**config.mk**
```make
export PLATFORM = sky130hd
export DESIGN_NAME = des_sbox_scheduler
export DESIGN_NICKNAME = d
export VERILOG_FILES = /design/src/rtl/des_sbox_scheduler.sv
export SDC_FILE = /design/constraint.sdc
export NUM_CORES = 1
export LEC_CHECK = 0
export CORE_MARGIN = 5
export CORE_UTILIZATION = 30
export DETAILED_ROUTE_END_ITERATION = 10
export SLEW_MARGIN = 10
export SYNTH_ARGS = -nofsm -noshare
export SYNTH_HDL_FRONTEND = slang
export SYNTH_SLANG_ARGS = --single-unit
```
**constraint.sdc**
```tcl
create_clock -name clk -period 3.5 [get_ports clk]
set_clock_uncertainty 0.2 [all_clocks]
set_input_delay 0.35 -clock clk [delete_from_list [all_inputs] [get_ports clk]]
set_output_delay 0.35 -clock clk [all_outputs]
set_load 0.01 [all_outputs]
```
**src/rtl/des_sbox_scheduler.sv**
```systemverilog
// DES round S-box scheduler: one 48-bit key-mixed word in, eight sequential
// 6-bit lookups through a shared S-box bank, one 32-bit substitution word out.
module des_sbox_scheduler (
  input  logic        clk,
  input  logic        rst_n,
  input  logic        in_valid,
  output logic        in_ready,
  input  logic [47:0] in_data,
  output logic [2:0]  sbox_sel,
  output logic [5:0]  sbox_addr,
  output logic        sbox_en,
  input  logic [3:0]  sbox_data,
  output logic        out_valid,
  input  logic        out_ready,
  output logic [31:0] out_data
);

  typedef enum logic [1:0] {
    IDLE,
    LOOKUP,
    DONE
  } state_t;

  state_t      state;
  state_t      state_next;
  logic [2:0]  idx;
  logic [47:0] buffer;

  // NOTE: sequential state uses non-blocking (<=) so every flop samples
  // pre-edge values; blocking (=) is reserved for combinational blocks.
  always_ff @(posedge clk or negedge rst_n) begin
    if (!rst_n) begin
      state <= IDLE;
    end else begin
      state <= state_next;
    end
  end

  // NOTE: every always_comb output gets a default before the case, so no
  // path leaves a signal unassigned and no latch is inferred.
  always_comb begin
    state_next = state;
    unique case (state)
      IDLE:    if (in_valid)     state_next = LOOKUP;
      LOOKUP:  if (idx == 3'd7)  state_next = DONE;
      DONE:    if (out_ready)    state_next = IDLE;
      default:                   state_next = IDLE;
    endcase
  end

  // Handshake and bank-port outputs decode from the state register only, so
  // the asynchronous reset clears them immediately and no in_* to out_* path
  // exists.
  always_comb begin
    in_ready  = (state == IDLE);
    out_valid = (state == DONE);
    sbox_en   = (state == LOOKUP);
    sbox_sel  = 3'd0;
    sbox_addr = 6'd0;
    if (state == LOOKUP) begin
      sbox_sel = idx;
      for (int i = 0; i < 8; i++) begin
        if (idx == 3'(i)) sbox_addr = buffer[47-6*i -: 6];
      end
    end
  end

  // NOTE: the input buffer and result register are reset explicitly; a
  // reset must never let a stale or partial word become visible.
  always_ff @(posedge clk or negedge rst_n) begin
    if (!rst_n) begin
      idx      <= 3'd0;
      buffer   <= 48'd0;
      out_data <= 32'd0;
    end else begin
      unique case (state)
        IDLE: begin
          if (in_valid) begin
            buffer   <= in_data;
            idx      <= 3'd0;
            out_data <= 32'd0;
          end
        end
        LOOKUP: begin
          for (int i = 0; i < 8; i++) begin
            if (idx == 3'(i)) out_data[31-4*i -: 4] <= sbox_data;
          end
          // idx parks at 7 in DONE and is cleared on the next acceptance.
          if (idx != 3'd7) idx <= idx + 3'd1;
        end
        default: ;
      endcase
    end
  end

endmodule

```
==> results.toml <==
[layout]
insertedDiodeCount = 0
drive_gt1_frac = 0.07636
nNetsFinal = 607
area_delta_synth_final_pct = 36.09
fin_util = 0.4135

[detailed_routing]
drc = 0
ant_nets = 0
drt-total-wl_um = 11290
post_drt_wl_per_cell_um = 15.55
via_per_inst = 4.702
drt_iter0_markers = 318
drt-pass1-iter-count = 5
vias = 3414

[clock_network]
numCtsBuffers = 9
clock_sinks = 85
clk_root_buffer_cell = "clkbuf_16"
clockBufferDepth = 2
insertion_delay_ps = 340
cts_tree = "built"
cts_setup_buffers = 0
cts_max_level = 3
path_clk_slew_ps = 60

[run]
cap_violations = 0

[critical_path]
cp_slowest_cell = "clkdlybuf4s50_1"
end_kind = "output pin"
startpoint_type = "flop"
path_cells = "ha_1 -> ha_1 -> nor3b_4 -> o211ai_1 -> o21ai_0 -> clkdlybuf4s50_1"
timing.rr.start = "idx[0]$_DFFE_PN0P_"
cp.required_ps = 2950
cpMostUsedCell = "ha_1"
r2r-end = "out_data[4]$_DFFE_PN0P_"
reg2reg_depth = 6
crit_cells = 6
critPathKind = "flop to output pin"
slowest_delay_ps = 590
crit_arrival_ps = 2710
critical_path_buf_inv_count = 1
reg2reg_slack_ps = 1140
worstSetupEndpoint = "sbox_addr[0]"
startpoint = "idx[0]$_DFFE_PN0P_"
cp_top_family = "buffers and inverters"
worstPathMaxFanout = 9

[placement]
pre_cts_ws_ps = 329.3
port_buffers = 99
dp.final_hpwl_um = 8416
place.gp.congestion = 0.8546

[outcome]
status = "finished clean"

[pwr]
power_frac_seq = 0.346
cellLeakagePower_uw = 0.002500
ir_worst_vdd_v = 0.0003403
powerDensity_nw_per_um2 = 898.2
p_sw_uw = 1815
switching_share = 0.3706
p_int_uw = 3084
power_frac_comb = 0.430
power_frac_clock = 0.224

[timing]
period_share = 0.9317
worst_pin_slew_ps = 1048
max_slew_margin = 0.3015
min_period_ps = 3261
setup_tns_ps = 0
drv_slew = 0
hold_viol = 0
hold_ws_ps = 0.7196
fmaxAchievable_mhz = 306.7
final-setup-viol-count = 0
grt_setup_unrepaired = "false"
setup_slack_ps = 239.2

[global_routing]
gr-usage-all-layers = 0.1437
grt_pass1_wl_um = 18250
grt_pass1_vias = 3530
grt_max_degree = 86
grt_overflow = 0
antenna_found_initial = 0

[logic_synthesis]
synth_top_area_cell = "dfrtp_1"
syn_nets = 523
yosys_warnings = 0
ys_types = 32
yosysSeqAreaShare = 0.5308
ys_seq_elements = 85
synthCells = 461
synthTopCellsByArea = "dfrtp_1, nand2_1, o21ai_0, nand3_1, ha_1"
synth_top_area_share = 0.5308
avgSynthCellArea_um2 = 8.693
syn_area_um2 = 4008

[floorplanning]
core_area_um2 = 13190
initial_utilization = 0.3038
num_io_pins = 100
rows = 42
dieArea_um2 = 15770
die_w_um = 125.6
die_height_um = 125.6

[hold_path]
hp-class = "input pin to async pin"
-- worst min path at each step --
stage	start	depth (start not counted)	slack, ps	end
after floorplan	rst_n	0	-150	buffer[0]$_DFFE_PN0P_
after global placement	buffer[35]$_DFFE_PN0P_	2	260	buffer[35]$_DFFE_PN0P_
after detailed placement	buffer[35]$_DFFE_PN0P_	2	260	buffer[35]$_DFFE_PN0P_
after CTS	rst_n	1	40	out_data[21]$_DFFE_PN0P_
after global routing	rst_n	1	110	out_data[20]$_DFFE_PN0P_
final	rst_n	1	0.7	out_data[21]$_DFFE_PN0P_
-- cells in the final DEF (no fill, tap or decap), types with 7 or more instances in the layout --
cell and n:
nor2b_1 8, a22o_1 8, nand2_1 199, dfrtp_1 85, o21ai_2 8, nand2b_1 7
nor2_1 8, o21ai_0 26, clkdlybuf4s50_1 98, nand3_1 16, buf_4 7, a21oi_1 7
clkbuf_16 9
-- sequential cells by signal, indices dropped and copies added (netlist names) --
name / flops
buffer: 48
out_data: 32
idx: 3
state: 2
-- worst register-to-register path: stages, from the launching register on --
cell	delay, ps
dfrtp_1	420
inv_1	130
ha_2	460
nand2_1	280
nor2_1	390
nor2_1	160
a22o_1	210
-- cell usage after synthesis --
cell type  count
nand3_1       16
and3_4         2
o21ai_0       26
and2_0         1
nor2b_1        8
nor3b_2        1
nor3b_4        1
clkbuf_1      15
buf_4          5
ha_1           6
a211oi_1       6
a21o_1         1
nand2_1      200
nand2b_1       7
o21ai_1        4
a21oi_1        7
a31oi_1        6
nor2_1         8
o21ai_2        8
o22ai_1        1
a22o_1         8
o211ai_1       6
inv_2          1
and3_1         3
dfrtp_1       85
nand2b_4       1
buf_6          3
inv_1          5
buf_2          9
a32o_1         4
nor2_4         1
nor3b_1        6
-- power groups by stage --
stage	clock (uW)	sequential, uW	combinational [uW]
after floorplan	0	1660	1270
after global placement	0	1700	2050
after detailed placement	0	1710	2110
after CTS	1120	1700	2120
after global routing	1160	1740	2330
final	1100	1690	2110
-- cells by family after synthesis --
family / after synthesis / share of synthesized area
buffers and inverters: 38 / 0.04870
DFF: 85 / 0.5308
AOI/OAI and AO/OA: 77 / 0.1264
and+or+nand+nor: 255 / 0.2754
adders and majority gates: 6 / 0.01873
-- metal layers --
metal	wire length, um	GRT usage	vias to the layer above	part of all wire
li1	-	-	1675	-
met5	0	0	-	0
met3	584	0.03369	20	0.052
met2	5440	0.2319	101	0.48
met1	5044	0.1876	1618	0.45
met4	216	0.05485	0	0.019
-- area by class of cell --
type                            instances  area [um2]
Fill cell                            1299        7736
Sequential cell                        85        2127
Multi-Input combinational cell        338        1702
Timing Repair Buffer                  105        1033
Clock buffer                           10       239.0
Tap cell                              176       220.2
Clock inverter                          6       110.1
Inverter                                6       22.52
-- stage by stage --
stage,cell area (um2),total power (uW),std cells
detailed placement,5091,3818,710
floorplan,4008,2935,461
global placement,5091,3751,710
global route,5454,5238,726
CTS,5443,4939,726
finish,5454,4899,726
-- repair_timing --
action,in CTS,in global routing
endpoints found under the setup margin,5,6
hold endpoints to repair,0,0
resized for setup,1,3
hold buffers,0,0
cloned,0,0
No activity file was read; power rests on OpenSTA's default activity.
